$ cat config.mk
export PLATFORM = sky130hd
export DESIGN_NAME = i2c_accel_sequencer
export DESIGN_NICKNAME = d
export VERILOG_FILES = /design/src/rtl/i2c_accel_sequencer.sv
export SDC_FILE = /design/constraint.sdc
export NUM_CORES = 1
export LEC_CHECK = 0
export BUFFER_PORTS_ARGS = -buffer_cell sky130_fd_sc_hd__buf_4
export CORE_UTILIZATION = 50
export CTS_BUF_LIST = sky130_fd_sc_hd__clkbuf_4
export DETAILED_ROUTE_END_ITERATION = 10
export GPL_TIMING_DRIVEN = 0
export PLACE_DENSITY = 0.72
export SLEW_MARGIN = 20
export SYNTH_ARGS = -nofsm -noshare
export SYNTH_HDL_FRONTEND = slang
export SYNTH_SLANG_ARGS = --single-unit
export TNS_END_PERCENT = 30
$ cat constraint.sdc
create_clock -name clk -period 2 [get_ports clk]
set_clock_uncertainty 0.05 [all_clocks]
set_input_delay 0.4 -clock clk [delete_from_list [all_inputs] [get_ports clk]]
set_output_delay 0.4 -clock clk [all_outputs]
set_load 0.02 [all_outputs]
$ cat src/rtl/i2c_accel_sequencer.sv
`timescale 1ns/1ps
`default_nettype none
// ============================================================================
// Module      : i2c_accel_sequencer
// Description : Drives the I2C byte engine to initialise the accelerometer,
//               then periodically reads X/Y/Z and publishes sample sets.
// Revision    : 1.0 - initial release
// ============================================================================
module i2c_accel_sequencer #(
   parameter logic [6:0]  DEV_ADDR   = 7'h53,
   parameter int unsigned SAMPLE_DIV = 500000,
   parameter int unsigned MAX_RETRY  = 3
) (
   input  logic        clk,
   input  logic        reset_n,
   input  logic        enable,
   output logic        cmd_valid,
   input  logic        cmd_ready,
   output logic [6:0]  cmd_dev_addr,
   output logic        cmd_rw,
   output logic [7:0]  cmd_reg,
   output logic [7:0]  cmd_wdata,
   input  logic        rsp_valid,
   input  logic        rsp_nack,
   input  logic [7:0]  rsp_rdata,
   output logic        sample_valid,
   output logic [15:0] accel_x,
   output logic [15:0] accel_y,
   output logic [15:0] accel_z,
   output logic        init_done,
   output logic        error,
   output logic [7:0]  nack_count
);

   localparam int c_TW = $clog2(SAMPLE_DIV + 1);
   localparam int c_RW = $clog2(MAX_RETRY + 2);
   localparam logic [c_TW-1:0] c_DIV_M1    = c_TW'(SAMPLE_DIV - 1);
   localparam logic [c_RW-1:0] c_MAX_RETRY = c_RW'(MAX_RETRY);

   typedef enum logic [2:0] {
      S_IDLE        = 3'd0,
      S_INIT_ISSUE  = 3'd1,
      S_INIT_WAIT   = 3'd2,
      S_PERIOD_WAIT = 3'd3,
      S_READ_ISSUE  = 3'd4,
      S_READ_WAIT   = 3'd5,
      S_PUBLISH     = 3'd6,
      S_ERROR       = 3'd7
   } state_t;

   state_t            r_state, w_state_nxt;
   logic [2:0]        r_idx, w_idx_nxt;
   logic [c_RW-1:0]   r_retry, w_retry_nxt;
   logic [c_TW-1:0]   r_timer, w_timer_nxt;
   logic [7:0]        r_buf [0:4];
   logic [15:0]       r_accel_x, r_accel_y, r_accel_z;
   logic              r_init_done, w_init_done_nxt;
   logic              r_error, w_error_nxt;
   logic [7:0]        r_nack_cnt;
   logic              w_nack_inc, w_buf_we, w_pub, w_burst_start;
   logic              w_timer_due;

   assign w_timer_due = (r_timer >= c_DIV_M1);

   always_comb begin
      w_state_nxt     = r_state;
      w_idx_nxt       = r_idx;
      w_retry_nxt     = r_retry;
      w_timer_nxt     = (r_timer == {c_TW{1'b1}}) ? r_timer : r_timer + c_TW'(1);
      w_init_done_nxt = r_init_done;
      w_error_nxt     = r_error;
      w_nack_inc      = 1'b0;
      w_buf_we        = 1'b0;
      w_pub           = 1'b0;
      w_burst_start   = 1'b0;
      case (r_state)
         S_IDLE: begin
            if (enable) begin
               w_idx_nxt   = 3'd0;
               w_retry_nxt = '0;
               if (r_init_done) begin
                  w_state_nxt   = S_READ_ISSUE;
                  w_burst_start = 1'b1;
               end else begin
                  w_state_nxt = S_INIT_ISSUE;
               end
            end
         end
         S_INIT_ISSUE: if (cmd_ready) w_state_nxt = S_INIT_WAIT;
         S_READ_ISSUE: if (cmd_ready) w_state_nxt = S_READ_WAIT;
         S_INIT_WAIT, S_READ_WAIT: begin
            if (rsp_valid) begin
               if (rsp_nack) begin
                  w_nack_inc = 1'b1;
                  if (r_retry < c_MAX_RETRY) begin
                     w_retry_nxt = r_retry + c_RW'(1);
                     // A dropped enable abandons the retry and parks in IDLE.
                     if (!enable)
                        w_state_nxt = S_IDLE;
                     else
                        w_state_nxt = (r_state == S_INIT_WAIT) ? S_INIT_ISSUE : S_READ_ISSUE;
                  end else begin
                     w_error_nxt = 1'b1;
                     w_state_nxt = S_ERROR;
                  end
               end else begin
                  w_retry_nxt = '0;
                  if (r_state == S_INIT_WAIT) begin
                     if (r_idx == 3'd2) begin
                        w_init_done_nxt = 1'b1;
                        w_idx_nxt       = 3'd0;
                        if (enable) begin
                           w_state_nxt   = S_READ_ISSUE;
                           w_burst_start = 1'b1;
                        end else begin
                           w_state_nxt = S_IDLE;
                        end
                     end else begin
                        w_idx_nxt   = r_idx + 3'd1;
                        w_state_nxt = enable ? S_INIT_ISSUE : S_IDLE;
                     end
                  end else begin
                     w_buf_we = 1'b1;
                     if (!enable) begin
                        w_state_nxt = S_IDLE;
                     end else if (r_idx == 3'd5) begin
                        w_pub       = 1'b1;
                        w_idx_nxt   = 3'd0;
                        w_state_nxt = S_PUBLISH;
                     end else begin
                        w_idx_nxt   = r_idx + 3'd1;
                        w_state_nxt = S_READ_ISSUE;
                     end
                  end
               end
            end
         end
         S_PUBLISH: begin
            // An overrun burst restarts straight away instead of waiting.
            if (enable && w_timer_due) begin
               w_state_nxt   = S_READ_ISSUE;
               w_burst_start = 1'b1;
            end else begin
               w_state_nxt = S_PERIOD_WAIT;
            end
         end
         S_PERIOD_WAIT: begin
            if (!enable) begin
               w_state_nxt = S_IDLE;
            end else if (w_timer_due) begin
               w_state_nxt   = S_READ_ISSUE;
               w_burst_start = 1'b1;
            end
         end
         S_ERROR: begin
            if (!enable) begin
               w_state_nxt     = S_IDLE;
               w_error_nxt     = 1'b0;
               w_init_done_nxt = 1'b0;
            end
         end
         default: w_state_nxt = S_IDLE;
      endcase
      if (w_burst_start) w_timer_nxt = '0;
   end

   always_ff @(posedge clk or negedge reset_n) begin
      if (!reset_n) begin
         r_state     <= S_IDLE;
         r_idx       <= 3'd0;
         r_retry     <= '0;
         r_timer     <= '0;
         r_init_done <= 1'b0;
         r_error     <= 1'b0;
         r_nack_cnt  <= 8'd0;
         r_accel_x   <= 16'd0;
         r_accel_y   <= 16'd0;
         r_accel_z   <= 16'd0;
         for (int i = 0; i < 5; i++) r_buf[i] <= 8'd0;
      end else begin
         r_state     <= w_state_nxt;
         r_idx       <= w_idx_nxt;
         r_retry     <= w_retry_nxt;
         r_timer     <= w_timer_nxt;
         r_init_done <= w_init_done_nxt;
         r_error     <= w_error_nxt;
         if (w_nack_inc && (r_nack_cnt != 8'hFF))
            r_nack_cnt <= r_nack_cnt + 8'd1;
         if (w_buf_we && (r_idx < 3'd5))
            r_buf[r_idx] <= rsp_rdata;
         // Last byte bypasses the shadow buffer so all axes land together.
         if (w_pub) begin
            r_accel_x <= {r_buf[1], r_buf[0]};
            r_accel_y <= {r_buf[3], r_buf[2]};
            r_accel_z <= {rsp_rdata, r_buf[4]};
         end
      end
   end

   always_comb begin
      cmd_valid    = 1'b0;
      cmd_dev_addr = 7'd0;
      cmd_rw       = 1'b0;
      cmd_reg      = 8'd0;
      cmd_wdata    = 8'd0;
      case (r_state)
         S_INIT_ISSUE: begin
            cmd_valid    = 1'b1;
            cmd_dev_addr = DEV_ADDR;
            case (r_idx)
               3'd0:    begin cmd_reg = 8'h2C; cmd_wdata = 8'h0A; end
               3'd1:    begin cmd_reg = 8'h31; cmd_wdata = 8'h0B; end
               default: begin cmd_reg = 8'h2D; cmd_wdata = 8'h08; end
            endcase
         end
         S_READ_ISSUE: begin
            cmd_valid    = 1'b1;
            cmd_dev_addr = DEV_ADDR;
            cmd_rw       = 1'b1;
            cmd_reg      = 8'h32 + {5'd0, r_idx};
         end
         default: ;
      endcase
   end

   assign sample_valid = (r_state == S_PUBLISH);
   assign accel_x      = r_accel_x;
   assign accel_y      = r_accel_y;
   assign accel_z      = r_accel_z;
   assign init_done    = r_init_done;
   assign error        = r_error;
   assign nack_count   = r_nack_cnt;

endmodule
`default_nettype wire
==> results of run 1 <==
## stage by stage
| step | instances | total power [W] | TNS (ns) | hold slack (ns) |
|---|---|---|---|---|
| after detailed placement | 739 | 0.006599 | -35.49 | 0.3835 |
| after floorplan | 508 | 0.005672 | -1.416 | 0.05441 |
| after global routing | 804 | 0.009883 | -11.93 | 0.08880 |
| final | 804 | 0.009351 | -6.674 | 0.1289 |
| after global placement | 738 | 0.006516 | -32.99 | 0.4302 |
| after CTS | 794 | 0.008938 | -12.87 | 0.09836 |
## cells in the final DEF (no fill, tap or decap), types with 4 or more instances in the layout
cell,n
inv_6,6
dfrtp_1,125
o21ai_0,7
a21oi_1,21
a211oi_1,4
clkbuf_4,19
nor3_1,4
nand4_1,8
a31oi_1,7
buf_4,125
inv_1,7
xnor2_1,19
clkinvlp_4,4
mux2_2,93
conb_1,10
and3_1,4
nand2_1,19
buf_6,17
nand3_1,12
nor2_4,4
nor2_1,23
nor2_2,6
ha_1,7
## flip-flops by register name, indices dropped and copies added (netlist names)
name / cells
r_state: 3
r_retry: 3
nack_count: 8
accel_z: 16
accel_x: 16
error: 1
r_idx: 3
accel_y: 16
r_timer: 19
init_done: 1
r_buf: 40
## final timing paths
check,depth (start not counted),endpoint,startpoint
hold / removal,2,r_buf[23]$_DFFE_PN0P_,rsp_rdata[7]
min in group asynchronous,2,r_timer[11]$_DFFE_PN0P_,reset_n
setup reg to reg,7,r_timer[17]$_DFFE_PN0P_,r_timer[6]$_DFFE_PN0P_
max in group asynchronous,3,r_buf[38]$_DFFE_PN0P_,reset_n
hold reg to reg,1,accel_z[7]$_DFFE_PN0P_,r_buf[7]$_DFFE_PN0P_
setup / recovery,7,cmd_reg[4],r_state[0]$_DFFE_PN0P_
## layer usage
| layer | track usage | wire length, um | vias up |
|---|---|---|---|
| met1 | 0.2983 | 5868 | 2253 |
| met4 | 0.08378 | 259 | 0 |
| met3 | 0.05631 | 728 | 26 |
| met2 | 0.3625 | 6638 | 163 |
| met5 | 0 | 0 | - |
| li1 | - | - | 2099 |
## cell families (layout without fill, tap and decap cells)
group | count (synthesis) | count (layout) | synth area share
buffers and inverters | 51 | 204 | 0.05405
AND/OR/NAND/NOR | 119 | 119 | 0.1043
other | 1 | 10 | 0.0006279
adder cells (fa/ha/maj) | 7 | 7 | 0.01467
flip-flops | 126 | 126 | 0.5280
AO/OA/AOI/OAI | 79 | 79 | 0.08884
multiplexers | 95 | 95 | 0.1787
XOR/XNOR | 21 | 21 | 0.03080
## worst max-delay path: stages (launching register included)
cell and delay (ns):
dfrtp_1 0.41, buf_6 0.14, clkbuf_16 0.15, nand3_4 0.08, inv_2 0.04, and3_4 0.16
or2_4 0.22, buf_6 0.13
## area by class of cell
type	instances	area [um^2]
inverter	11	51.30
sequential	126	3154
clock buffer	17	127.6
timing repair buffer	124	1047
clock inverter	15	133.9
multi-input combinational	331	2743
tap	143	178.9
fill	859	3704
buffer	37	376.6
## power by group through the flow
stage          Combinational (W)  Sequential, W  Clock, W
4_1_cts                  0.00379        0.00347   0.00168
5_1_grt                  0.00453        0.00358   0.00177
3_3_place_gp             0.00302        0.00350         0
6_report                 0.00421        0.00351   0.00163
3_5_place_dp             0.00307        0.00352         0
2_1_floorplan            0.00221        0.00347         0
## repair_timing
item,in CTS,in global routing
gates resized for setup,63,44
hold endpoints to repair,64,0
endpoints found under the setup margin,134,137
setup buffers,23,11
hold buffers,1,0
gates cloned,1,0
pin swaps,6,10
==> key figures, run 1 <==
Outcome
  – Outcome: complete, but fails checks
  – Failing checks: DRC, setup timing

Worst setup path
  – Reg2reg setup slack: -0.20 ns
  – CP max FO: 5
  – WS Path Type: reg -> out
  – Worst setup EP type: output port
  – WP data arrival: about 1.8 ns
  – Worst path required time: ~1.6 ns
  – Worst Setup Start Kind: flop

Detailed routing
  – Pre-antenna DRT Iters: 8
  – Detailed-route via count: 4,541
  – Routed WL per cell: around 17 um
  – Iter 0 DRT Violations: 301
  – Routed Wire Length: about 13 mm
  – Drc violations: 14
  – Vias/cell: about 5.6
  – Detail Route Antenna Nets: 0

Power
  – Worst vdd ir: around 0.76 mV
  – Cell leakage power: ~3.9 nW
  – Reg power frac: 0.376
  – Clock share of power: 0.174
  – Switching share of power: 0.3763
  – Int Pwr: between 0.005 and 0.006 W
  – Combinational share of power: 0.450
  – Psw: ~0.0035 W
  – P per Cell Area: between 1000 and 1500 nW/um^2

GRT
  – First-pass GRT wire length: between 20 and 25 mm
  – Vias in the first global route: approximately 4,400
  – Initial antenna violation count: 0
  – Tot GR Track Use: 0.2264
  – Congestion Overflow GR: 0
  – Largest net degree at the start of global routing: 66

Cells and area
  – Fraction of layout cells with a size suffix above 1: 0.5008
  – Synth-to-layout area growth: 30.82%
  – Final #Nets: roughly 670
  – Final Cell Area: 7812 um^2
  – Final Core Density: 0.6784
  – Diodes inserted: 0

Synth
  – Post-synth top area cell: dfrtp_1
  – Ys async rst share: 1.000
  – Post-synth EDFFs: 0
  – YS warnings: 0
  – Post-synth top flop: dfrtp_1
  – Yosys top cell area share: 0.5280
  – Post-synthesis register bit count: approximately 130
  – Post-synth cell types: 67
  – Synth top cells by count: 126 x dfrtp_1, 93 x mux2_2, 33 x nor2_1
  – Mapped Avg Cell Area: between 10 and 15 um^2
  – Mapped cell area: approximately 6000 um^2
  – Synth Instances: roughly 500
  – Register area share after synthesis: 0.5280
  – Top-count cell post-synth: dfrtp_1
  – Ranking of synthesized cells by area: dfrtp_1 53%, mux2_2 18%, xnor2_1 2.8%, nor2_1 2.1%, buf_4 1.9%

STA
  – Max_slew headroom: 0.5139
  – RSZ-0062 raised after global routing: yes
  – Hold Fails Final Rpt: 0
  – Max Clock Freq: approximately 0.44 GHz
  – Max Slew Vio Count: 0
  – Final setup fails: 52
  – Slew at the pin with the worst max-slew slack: 0.7190 ns
  – Post-route minimum period: ~2.3 ns
  – Period utilization: 1.141
  – Worst setup margin: -0.2815 ns

Clock tree
  – Clock slew at reported path FFs: roughly 0.12 ns
  – Root buf cell: clkbuf_4
  – CTS Sinks: 126
  – Num CTS Buffers: 17
  – Clk Latency, worst-skew pair: 0.50 ns
  – Clk buf depth: 2
  – TritonCTS clock tree: done
  – H-tree levels: 4

Floorplanning
  – Row count: 39
  – Area of the core: between 10,000 and 15,000 um^2
  – Width of the die: approximately 110 um
  – Die height: 111.3 um
  – Initial Utilization: 0.5186
  – Top-Level Pins: between 90 and 100
  – Die area: about 12,000 um^2

Placement
  – Dpl ws: -0.4271 ns
  – Placed wire-length estimate: around 8.8 mm
  – RD Place Congestion: 0.8966
  – Buffers on Ports: 87
  – Placement Cell Area: roughly 7000 um^2

Min path
  – HP Class: in -> reg

Flow run
  – Max-Cap Viols: 0
No activity file was read; power rests on OpenSTA's default activity.
==> run 2: changes to the inputs <==
--- a/config.mk
+++ b/config.mk
@@ -11,6 +11,7 @@
 export DETAILED_ROUTE_END_ITERATION = 10
 export GPL_TIMING_DRIVEN = 0
 export PLACE_DENSITY = 0.72
+export REMOVE_ABC_BUFFERS = 1
 export SLEW_MARGIN = 20
 export SYNTH_ARGS = -nofsm -noshare
 export SYNTH_HDL_FRONTEND = slang
==> run 2 against run 1 <==
The run still ends with DRC, setup timing left; critical path depth down 2; combinational power down 4%; first-iteration DRC count up 59%; hold slack worse by 0.047 ns; final cell count down 3.0%; setup slack better by 0.064 ns; count of clock-buffer cells in the layout up 2; via count up 0.13%; largest power group unchanged; highest routed layer unchanged.
==> key figures, run 2 (synthesis gave the netlist of run 1 again) <==
Worst setup path
  – CP Cell Sequence: nand3_4 -> inv_2 -> and3_4 -> or2_4 -> buf_6
  – Worst setup EP type: output port
  – Worst reg-to-reg path cell count: 5
  – Worst R2R End: r_state[0]$_DFFE_PN0P_
  – Reg2reg start: r_timer[7]$_DFFE_PN0P_
  – Reg2reg setup slack: -0.19 ns
  – Worst path required time: between 1.5 and 2 ns
  – Critical path buffer and inverter count: 2
  – End point of the critical path: cmd_reg[4]
  – Worst Setup Start Kind: flop
  – WS Path Type: reg -> out
  – WP depth: 5
  – CP max FO: 4
  – CP peak stage delay: roughly 0.54 ns
  – CP Launch Point: r_state[0]$_DFFE_PN0P_
  – Crit-path slowest cell: dfrtp_4
  – WP data arrival: ~1.8 ns
  – Cell family with most CP delay: flip-flops

GRT
  – Initial antenna violation count: 0
  – Vias in the first global route: ~4,400
  – Tot GR Track Use: 0.2340
  – First-pass GRT wire length: ~23 mm
  – Congestion Overflow GR: 0
  – Largest net degree at the start of global routing: 72

Power
  – Cell leakage power: 3.767 nW
  – P per Cell Area: approximately 1200 nW/um^2
  – Worst vdd ir: between 0.5 and 0.6 mV

Detailed routing
  – Drc violations: 22
  – Routed WL per cell: about 18 um
  – Vias/cell: ~5.8
  – Iter 0 DRT Violations: between 400 and 500
  – Routed Wire Length: roughly 14 mm
  – Pre-antenna DRT Iters: 8
  – Detailed-route via count: roughly 4,500
  – Detail Route Antenna Nets: 0

Outcome
  – Failing checks: DRC, setup timing
  – Outcome: complete, but fails checks

Placement
  – Placed Cells: 701
  – Buffers on Ports: 87
  – Placed wire-length estimate: approximately 8.2 mm
  – RD Place Congestion: between 0.8 and 0.9

Cells and area
  – Top Registers: r_buf: 40 flops, r_timer: 19 flops
  – Biggest register: r_buf
  – Commonest cells after routing, fill and taps aside: 120 x dfrtp_1, 107 x buf_4, 53 x mux2_2
  – Synth-to-layout area growth: 31.64%
  – Final std cells w/o fill: just under 800
  – Commonest non-fill, non-tap cell in the layout: dfrtp_1
  – Diodes inserted: 0
  – Largest register FFs: 40
  – Final #Nets: ~650
  – Fraction of layout cells with a size suffix above 1: 0.5039

Clock tree
  – H-tree levels: 4
  – Clk buf depth: 2
  – TritonCTS clock tree: done
  – Root buf cell: clkbuf_4
  – Clock slew at reported path FFs: around 0.10 ns
  – Clk Latency, worst-skew pair: around 0.55 ns
  – Num CTS Buffers: 17
  – CTS Sinks: between 100 and 150

Floorplanning
  – Die area: 12,390 um^2
  – Die height: 111.3 um
  – Initial Utilization: 0.5186
  – Row count: 39
  – Width of the die: approximately 110 um
  – Top-Level Pins: slightly below 100
  – Area of the core: 11,520 um^2

STA
  – Period utilization: 1.109
  – Final setup fails: 128
  – Max Slew Vio Count: 0
  – Slew at the pin with the worst max-slew slack: around 0.56 ns
  – Max_slew headroom: 0.6164
  – Final hold slack: just over 0.08 ns
  – Post-route minimum period: between 2 and 2.5 ns
  – Max Clock Freq: 0.4510 GHz
  – RSZ-0062 raised after global routing: yes
  – Hold Fails Final Rpt: 0
  – Worst setup margin: -0.2172 ns

Min path
  – HP Class: in -> reg

Flow run
  – Max-Cap Viols: 0
-- run 2: changes by cell type in the layout (fill, tap and decap cells not counted), sizes merged --
cell and change:
clkdlybuf4s18 -1, clkinv +5, buf -16, inv -6, a31o +3, bufbuf -1
clkbuf -7, clkinvlp -1
-- run 2: per-stage QoR --
stage / setup slack, ns / power [W] / area (um^2) / setup TNS, ns / util
6_report: -0.2172 / 0.009228 / 7861 / -13.87 / 0.6826
5_1_grt: -0.3067 / 0.009745 / 7861 / -19.67 / 0.6826
4_1_cts: -0.2479 / 0.008717 / 7457 / -6.284 / 0.6475
3_5_place_dp: -0.6950 / 0.006250 / 6650 / -68.73 / 0.5775
3_3_place_gp: -2.890 / 0.006131 / 6556 / -179.40 / 0.5693
2_1_floorplan: -2.406 / 0.005333 / 5724 / -102.23 / -
-- run 2: how the worst min path moves through the flow --
stage	startpoint	to	slack (ns)	cells past startpoint
after floorplan	reset_n	accel_x[0]$_DFFE_PN0P_	0.05	0
after global placement	r_buf[21]$_DFFE_PN0P_	accel_y[5]$_DFFE_PN0P_	0.43	1
after detailed placement	reset_n	accel_x[2]$_DFFE_PN0P_	0.35	1
after CTS	rsp_rdata[2]	r_buf[18]$_DFFE_PN0P_	0.05	2
after global routing	rsp_rdata[5]	accel_z[13]$_DFFE_PN0P_	0.04	2
final	rsp_rdata[2]	r_buf[34]$_DFFE_PN0P_	0.08	2
-- run 2: worst register-to-register path, stage by stage, from the launching register on --
cell and delay, ns:
dfrtp_1 0.40, or4_4 0.57, or4_4 0.44, o2111ai_4 0.17, nand2_2 0.09, a221o_1 0.37
-- run 2: cell type report --
class,count,area [um^2]
Sequential cell,126,3166
Inverter,11,52.55
Tap cell,143,178.9
Clock inverter,13,100.1
Fill cell,858,3655
Timing Repair Buffer,134,1170
Clock buffer,19,142.6
Multi-Input combinational cell,334,3052
-- run 2: layer usage --
layer,GRT usage,vias to the layer above,part of all wire
met5,0,-,0
met3,0.05522,27,0.059
met1,0.3072,2286,0.42
met2,0.3725,190,0.50
li1,-,2044,-
met4,0.09820,0,0.021
-- run 2: timing repair --
action,in CTS,in global routing
endpoints found under the hold margin,55,0
gates resized for setup,80,74
cloned,3,0
buffers inserted,29,14
hold buffers,1,0
endpoints found under the setup margin,139,106
pin swaps,20,19
-- run 2: power by group --
part / switching (W) / leakage [nW] / internal [W] / total (W)
Combinational: 0.00210 / 1.95 / 0.00194 / 0.00404
Clock: 0.000925 / 0.130 / 0.000621 / 0.00155
Sequential: 0.000582 / 1.69 / 0.00306 / 0.00364
==> run 3: changes to the inputs <==
==> constraint.sdc (replaced) <==
create_clock -name clk -period 1.8 [get_ports clk]
set_clock_uncertainty 0.05 [all_clocks]
set_input_delay 0.36 -clock clk [delete_from_list [all_inputs] [get_ports clk]]
set_output_delay 0.36 -clock clk [all_outputs]
set_load 0.01 [all_outputs]
==> run 3 against run 2 <==
The run still ends with DRC, setup timing left; sequential cell count unchanged; core utilization up 0.17 points; setup slack got worse by 0.18 ns; combinational power is 6.9% higher; via count about the same; clock power rose by 11%; sequential power increased by 11%; hold slack lost 0.039 ns; die area unchanged; cell area rose by 0.25%.
==> key figures, run 3 (synthesis gave the netlist of run 1 again) <==
GRT
  – Vias in the first global route: between 4,000 and 5,000
  – Congestion Overflow GR: 0
  – Largest net degree at the start of global routing: 72
  – Initial antenna violation count: 0
  – Tot GR Track Use: 0.2316
  – First-pass GRT wire length: roughly 22 mm

Cells and area
  – Diodes inserted: 0
  – Commonest non-fill, non-tap cell in the layout: dfrtp_1
  – Final Core Density: 0.6844
  – Fill cells: 860
  – Synth-to-layout area growth: 31.97%
  – Biggest register: r_buf
  – Top Registers: r_buf: 40 flops, r_timer: 19 flops
  – Commonest cells after routing, fill and taps aside: 120 x dfrtp_1, 111 x buf_4, 47 x mux2_2
  – Largest register FFs: 40
  – Final #Nets: between 600 and 700
  – Fraction of layout cells with a size suffix above 1: 0.5063

Floorplanning
  – Area of the core: approximately 12,000 um^2
  – Initial Utilization: 0.5186
  – Die height: around 110 um
  – Top-Level Pins: ~100
  – Row count: 39
  – Width of the die: between 100 and 150 um
  – Die area: ~12,000 um^2

Flow run
  – Max-Cap Viols: 0

Clock tree
  – TritonCTS clock tree: done
  – Clock slew at reported path FFs: approximately 0.10 ns
  – H-tree levels: 4
  – Root buf cell: clkbuf_4
  – Clk buf depth: 2
  – Clk Latency, worst-skew pair: roughly 0.54 ns
  – CTS Sinks: 126
  – Num CTS Buffers: 17

Worst setup path
  – Most used cell, CP: buf_4
  – WS Path Type: reg -> out
  – Worst Setup Start Kind: flop
  – Worst path required time: between 1 and 1.5 ns
  – WP data arrival: 1.78 ns
  – Worst setup EP type: output port
  – CP max FO: 5
  – CP Cell Sequence: clkinv_4 -> nand3_4 -> buf_4 -> a21oi_4 -> a21o_1 -> buf_4
  – Cell family with most CP delay: flip-flops
  – Crit-path slowest cell: dfrtp_4
  – Critical path buffer and inverter count: 3
  – CP peak stage delay: 0.53 ns

Detailed routing
  – Routed WL per cell: roughly 18 um
  – Detailed-route via count: 4,546
  – Vias/cell: ~5.8
  – Routed Wire Length: between 10 and 15 mm
  – Drc violations: 22
  – Iter 0 DRT Violations: 444
  – Pre-antenna DRT Iters: 8
  – Detail Route Antenna Nets: 0

Power
  – Worst vdd ir: 0.6430 mV
  – Pwr Total: approximately 0.01 W
  – P per Cell Area: 1278 nW/um^2
  – Cell leakage power: about 3.8 nW

STA
  – RSZ-0062 raised after global routing: yes
  – Slew at the pin with the worst max-slew slack: a little over 0.6 ns
  – Max Slew Vio Count: 0
  – Hold Fails Final Rpt: 0
  – Post-route minimum period: 2.195 ns
  – Worst setup margin: -0.3947 ns
  – Max Clock Freq: between 0.4 and 0.5 GHz
  – Period utilization: 1.219
  – Max_slew headroom: 0.5861
  – Final setup fails: 140

Outcome
  – Outcome: complete, but fails checks
  – Failing checks: DRC, setup timing

Placement
  – Placed wire-length estimate: 8.169 mm
  – Buffers on Ports: 87
  – RD Place Congestion: 0.8813

Min path
  – HP Class: in -> reg
[run 3: cell types whose count changed in the layout (fill, tap and decap cells not counted), moves of 2 or more]
| cell | change |
|---|---|
| mux2_2 | -6 |
| buf_12 | +2 |
| buf_6 | -4 |
| nand2_4 | +2 |
| nor2_2 | +2 |
| buf_4 | +4 |
| nor2_4 | -2 |
| mux2_4 | +6 |
[run 3: repair_timing]
item                                    in CTS  in global routing
setup buffers                               27                 17
endpoints found under the setup margin     142                142
pin swaps                                   28                 15
cloned                                       3                  0
gates resized for setup                    109                 50
hold buffers                                 1                  0
endpoints found under the hold margin       55                  0
[run 3: layer usage]
layer	part of all wire	vias to the layer above	GRT usage
met5	0	-	0
met2	0.49	150	0.3675
met1	0.44	2310	0.3081
li1	-	2049	-
met3	0.049	37	0.05577
met4	0.024	0	0.08829
[run 3: cell type report]
type / instances / area (um^2) / area share
flip-flops and latches: 126 / 3166 / 0.4017
clock buffers: 19 / 142.6 / 0.01810
clock inverters: 13 / 100.1 / 0.01270
inverters: 11 / 52.55 / 0.006668
multi-input cells: 334 / 3062 / 0.3885
well taps: 143 / 178.9 / 0.02270
repair buffers: 135 / 1180 / 0.1497
[run 3: worst paths after layout]
check,slack [ns],depth (start not counted),to,startpoint
max in group asynchronous,0.70,3,r_timer[2]$_DFFE_PN0P_,reset_n
worst max-delay path,-0.39,6,cmd_reg[3],r_state[1]$_DFFE_PN0P_
min in group asynchronous,0.30,2,accel_x[2]$_DFFE_PN0P_,reset_n
worst min-delay path,0.04,2,r_buf[34]$_DFFE_PN0P_,rsp_rdata[2]
worst max register to register,-0.34,9,r_state[2]$_DFFE_PN0P_,r_state[1]$_DFFE_PN0P_
worst min register to register,0.46,1,nack_count[6]$_DFFE_PN0P_,nack_count[6]$_DFFE_PN0P_
[run 3: stage by stage]
step	instances	setup slack [ns]	TNS [ns]	area [um^2]	hold WS, ns
final	781	-0.3947	-28.82	7881	0.04229
after floorplan	468	-1.883	-116.12	5724	0.01441
after CTS	764	-0.3887	-26.48	7571	0.007028
after global routing	781	-0.4769	-35.57	7881	0.006175
after detailed placement	701	-0.8950	-95.94	6650	0.3052
after global placement	698	-3.090	-208.47	6556	0.4306
[run 3: power by group]
part | total (W) | internal, W | switching [W]
Sequential | 0.00403 | 0.00340 | 0.000634
Combinational | 0.00432 | 0.00218 | 0.00214
Clock | 0.00172 | 0.000690 | 0.00103
[run 3: worst register-to-register path: stages, from the launching register on]
cell and delay (ns):
dfrtp_4 0.53, buf_12 0.15, buf_12 0.13, buf_4 0.13, buf_6 0.14, and4b_1 0.20
a311oi_2 0.22, o2111ai_1 0.18, a31oi_1 0.21, o22ai_1 0.09
